===== src/rtl/alu_mul_sequencer.sv =====
// Multi-cycle unsigned WIDTH x WIDTH -> low-WIDTH multiplier that drives a shared ARMALU in ADD
// mode, one shift-and-add step per cycle, stopping early once no multiplier bits remain.
module alu_mul_sequencer #(
  parameter int unsigned WIDTH = 64,
  parameter int unsigned CNT_W = 7
) (
  input  logic             clk,
  input  logic             reset_n,
  input  logic             start,
  input  logic [WIDTH-1:0] op_a,
  input  logic [WIDTH-1:0] op_b,
  output logic             ready,
  output logic             done,
  output logic [WIDTH-1:0] product,
  output logic             prod_negative,
  output logic             prod_zero,
  output logic             prod_overflow,
  output logic [WIDTH-1:0] alu_A,
  output logic [WIDTH-1:0] alu_B,
  output logic [2:0]       alu_cntrl,
  input  logic [WIDTH-1:0] alu_result,
  input  logic             alu_carry_out
);

  localparam logic [2:0] CntrlPassB = 3'b000;
  localparam logic [2:0] CntrlAdd   = 3'b010;

  typedef enum logic [1:0] {StIdle, StRun, StDone} state_e;

  state_e             state_q, state_d;
  logic [WIDTH-1:0]   acc_q, acc_d;
  logic [WIDTH-1:0]   mcand_q, mcand_d;
  logic [WIDTH-1:0]   mplier_q, mplier_d;
  logic [CNT_W-1:0]   cnt_q, cnt_d;
  logic               lost_q, lost_d;
  logic               ovf_q, ovf_d;
  logic [WIDTH-1:0]   product_q, product_d;
  logic               prod_ovf_q, prod_ovf_d;
  logic               prod_zero_q, prod_zero_d;

  always_comb begin
    state_d     = state_q;
    acc_d       = acc_q;
    mcand_d     = mcand_q;
    mplier_d    = mplier_q;
    cnt_d       = cnt_q;
    lost_d      = lost_q;
    ovf_d       = ovf_q;
    product_d   = product_q;
    prod_ovf_d  = prod_ovf_q;
    prod_zero_d = prod_zero_q;
    ready       = 1'b0;
    done        = 1'b0;
    alu_A       = '0;
    alu_B       = '0;
    alu_cntrl   = CntrlPassB;

    unique case (state_q)
      StIdle: begin
        ready = 1'b1;
        if (start) begin
          mcand_d  = op_a;
          mplier_d = op_b;
          acc_d    = '0;
          cnt_d    = '0;
          lost_d   = 1'b0;
          ovf_d    = 1'b0;
          state_d  = StRun;
        end
      end
      StRun: begin
        alu_A     = acc_q;
        alu_B     = mcand_q;
        alu_cntrl = CntrlAdd;
        // A set multiplier bit whose shifted multiplicand already dropped a one overflows too
        if (mplier_q[0]) begin
          acc_d = alu_result;
          ovf_d = ovf_q | alu_carry_out | lost_q;
        end
        mcand_d  = mcand_q << 1;
        lost_d   = lost_q | mcand_q[WIDTH-1];
        mplier_d = mplier_q >> 1;
        cnt_d    = cnt_q + 1'b1;
        if (mplier_d == '0 || cnt_q == CNT_W'(WIDTH - 1)) begin
          state_d     = StDone;
          product_d   = acc_d;
          prod_ovf_d  = ovf_d;
          prod_zero_d = (acc_d == '0);
        end
      end
      StDone: begin
        done    = 1'b1;
        state_d = StIdle;
      end
      default: state_d = StIdle;
    endcase
  end

  always_ff @(posedge clk) begin
    if (!reset_n) begin
      state_q     <= StIdle;
      acc_q       <= '0;
      mcand_q     <= '0;
      mplier_q    <= '0;
      cnt_q       <= '0;
      lost_q      <= 1'b0;
      ovf_q       <= 1'b0;
      product_q   <= '0;
      prod_ovf_q  <= 1'b0;
      prod_zero_q <= 1'b0;
    end else begin
      state_q     <= state_d;
      acc_q       <= acc_d;
      mcand_q     <= mcand_d;
      mplier_q    <= mplier_d;
      cnt_q       <= cnt_d;
      lost_q      <= lost_d;
      ovf_q       <= ovf_d;
      product_q   <= product_d;
      prod_ovf_q  <= prod_ovf_d;
      prod_zero_q <= prod_zero_d;
    end
  end

  // Zero flag is registered so that it reads 0 out of reset rather than tracking product == 0
  assign product       = product_q;
  assign prod_negative = product_q[WIDTH-1];
  assign prod_zero     = prod_zero_q;
  assign prod_overflow = prod_ovf_q;

endmodule


===== config.mk =====
export PLATFORM = sky130hd
export DESIGN_NAME = alu_mul_sequencer
export DESIGN_NICKNAME = d
export VERILOG_FILES = /design/src/rtl/alu_mul_sequencer.sv
export SDC_FILE = /design/constraint.sdc
export NUM_CORES = 1
export LEC_CHECK = 0
export CAP_MARGIN = 25
export CORE_MARGIN = 2
export CORE_UTILIZATION = 51
export CTS_CLUSTER_SIZE = 10
export DETAILED_ROUTE_END_ITERATION = 12
export PLACE_DENSITY = 0.86
export SLEW_MARGIN = 20
export SYNTH_ARGS = -nofsm -noshare
export SYNTH_HDL_FRONTEND = slang
export SYNTH_SLANG_ARGS = --single-unit

===== constraint.sdc =====
create_clock -name clk -period 3.2 [get_ports clk]
set_input_delay 0.48 -clock clk [delete_from_list [all_inputs] [get_ports clk]]
set_output_delay 0.48 -clock clk [all_outputs]
set_load 0.01 [all_outputs]

==> flow_metrics.env <==
export IMPL_status="finished, final reports clean"
export IMPL_clk_pin_slew_ns=0.06
export IMPL_grt_pass1_wl_mm=64.7
export IMPL_syn_to_final_growth_pct=37.9
export IMPL_max_freq_ghz=0.338
export IMPL_skew_ns=0.0219
export IMPL_drt_total_wl_mm=42.1
export IMPL_critPathCapture="alu_B[46]"
export IMPL_path_class="reg2out"
export IMPL_final_core_util_pct=72.1
export IMPL_setup_viol=0
export IMPL_total_power_uw=8000
export IMPL_wire_per_inst_um=19.8
export IMPL_overflow=0
export IMPL_relSlewSlack_pct=38.9
export IMPL_synth_commonest_cells="dfxtp_1 (269), nand2_1 (262), nor2_1 (138)"
export IMPL_port_buffers=393
export IMPL_worst_slack_ns=0.244
export IMPL_postRouteAntennaNets=0
export IMPL_die_area_mm2=0.0264
export IMPL_cts_setup_buffers=0
export IMPL_rsz0062_at_grt="no"
export IMPL_combinationalPowerShare_pct=15.7
export IMPL_cts_buffers=31
export IMPL_place_ws_ns=0.827
export IMPL_clock_power_share_pct=38.2
export IMPL_cts_root_buf="clkbuf_16"
export IMPL_drc_errors=0
export IMPL_die_h_um=162
export IMPL_antenna_found_initial=3
export IMPL_yosysUniqueCellTypes=40
export IMPL_cts_path_max_buffers=3
export IMPL_layout_min_cycle_time_ns=2.96
export IMPL_io_pins=396
export IMPL_r2r_end="acc_q[36]"
export IMPL_cp_start_kind="flip-flop"
export IMPL_nets=1985
export IMPL_end_kind="primary output"
export IMPL_routed_via_density=5.85
export IMPL_final_setup_tns_ns=0
export IMPL_peakVddDrop_mv=0.403
export IMPL_drt_pass1_iterations=5
export IMPL_p_per_area_mw_per_mm2=454
export IMPL_synth_top_area_share_pct=42.1
export IMPL_synth_edf_count=0
export IMPL_postCtsResizedCells=0
export IMPL_finalHoldViolCount=0
export IMPL_reg2reg_slack_ns=0.89
export IMPL_yosysMostFrequentCell="dfxtp_1"
export IMPL_hpwl_mm=29.1
export IMPL_postSynthAreaPerCell_um2=8.66
export IMPL_start_util_pct=52.3
export IMPL_yosys_warnings=0
export IMPL_dieWidth_um=162
export IMPL_gp_congestion=0.890
export IMPL_leakagePower_uw=0.00711
export IMPL_fp_row_count=57
export IMPL_final_layout_size_suffix_gt1_share_pct=10.4
export IMPL_synth_flop_cell="dfxtp_1"
export IMPL_syn_inst=1477
export IMPL_grt_total_usage_pct=30.4
export IMPL_crit_fanout=57
export IMPL_synth_area_mm2=0.0128
export IMPL_arrival_ns=2.48
export IMPL_hold_path_depth=3
export IMPL_p_sw_uw=2090
export IMPL_drv_slew=0
export IMPL_grt_start_max_net_pins=129
export IMPL_async_reset_ff_share_pct=0
export IMPL_post_route_period_util_pct=92.4
export IMPL_htreeDepth=1
export IMPL_clkLatencyLatePin_ns=0.56
export IMPL_via_count=12398
export IMPL_synth_seq_cells=269
export IMPL_required_ns=2.72
export IMPL_reg2reg_depth=7
export IMPL_cts_sinks=269
export IMPL_r2r_start="state_q[1]"
export IMPL_seqPwrFrac_pct=46.0
export IMPL_intPower_uw=5910
export IMPL_yosysSeqAreaShare_pct=42.1
export IMPL_drtIter0Drc=1137
export IMPL_yosys_top_cells_area="dfxtp_1 (42%), nand2_1 (7.7%), and2_1 (6.4%)"
export IMPL_grt_pass1_vias=11703
export IMPL_cap_violations=0
export IMPL_synth_largest_area_cell="dfxtp_1"
export IMPL_worstSetupStartpoint="state_q[1]"
export IMPL_cts_tree="yes"
export IMPL_tightest_slew_ns=0.917
export IMPL_coreArea_mm2=0.0245
export IMPL_postCtsHoldBufs=0
export IMPL_swShare_pct=26.2
export IMPL_fillers=1857
export IMPL_holdCritPathClass="in2reg"
==> metrics by stage <==
stage          hold slack, ns  cell area (um^2)  std cells
2_1_floorplan           0.467             12800       1478
6_report                0.329             17600       2121
3_5_place_dp            0.451             16800       2078
3_3_place_gp            0.444             16800       2078
4_1_cts                 0.312             17600       2117
5_1_grt                 0.335             17600       2121
==> layer usage <==
layer	routed length, um	vias to the layer above	global-route usage [%]	share of wire (%)
li1	-	5853	-	-
met1	17600	5900	40.1	42
met2	19900	537	50.1	47
met3	2950	108	5.68	7.0
met4	1620	0	10.6	3.8
met5	0	-	0	0
==> layout make-up <==
type                    instances  area (um^2)  area share [%]
diodes                          3         7.51          0.0426
clock buffers                  36          805            4.56
clock inverters                 3         18.8           0.106
inverters                       3         12.5          0.0710
multi-input cells            1071         6880            39.0
flip-flops and latches        269         5390            30.6
well taps                     324          405            2.30
repair buffers                412         4110            23.3
==> worst min-delay path by stage <==
stage,startpoint,to,slack [ns]
final,reset_n,product[0],0.33
after floorplan,lost_q,lost_q,0.47
after global placement,product[49],product[49],0.44
after CTS,reset_n,product[1],0.31
after detailed placement,product[53],product[53],0.45
after global routing,reset_n,product[1],0.34
==> state kept, by name (all words and copies together), names as in the netlist <==
| signal | cells |
|---|---|
| prod_zero | 1 |
| acc_q | 64 |
| state_q | 2 |
| product | 64 |
| lost_q | 1 |
| mplier_q | 64 |
| cnt_q | 7 |
| prod_overflow | 1 |
| mcand_q | 64 |
| ovf_q | 1 |
==> worst max-delay path, cell delays in order (launching register included) <==
cell	delay (ns)
dfxtp_2	0.32
nand2b_4	0.13
clkinv_2	0.38
buf_12	0.35
and2_1	0.20
clkdlybuf4s50_1	0.52
==> layout by cell type (no fill, tap or decap), types with 57 or more instances in the layout <==
master,Yosys,routed
dfxtp_1,269,266
clkdlybuf4s50_1,0,391
nor2_1,138,138
nand2_1,262,262
and2_1,130,130
mux2i_1,65,65
mux2_2,64,64
a22o_1,64,64
a311oi_1,62,62
a21oi_1,58,57
nor2b_1,58,57
==> kinds of logic after synthesis <==
kind of cell    Yosys count  share of synthesized area, %
fa+ha+maj                 1                        0.0978
buf+inv                 138                          4.53
other cells               1                        0.0293
simple gates            667                          24.8
compound gates          272                          17.7
mux                     129                          10.7
flops                   269                          42.1
==> power by group through the flow <==
stage,Combinational (uW),Sequential (uW),Clock (uW)
after floorplan,739,3680,0
after global placement,1220,3750,0
after detailed placement,1240,3750,0
after CTS,1250,3680,3090
after global routing,1370,3700,3230
final,1260,3680,3060
No activity file was read; power rests on OpenSTA's default activity.
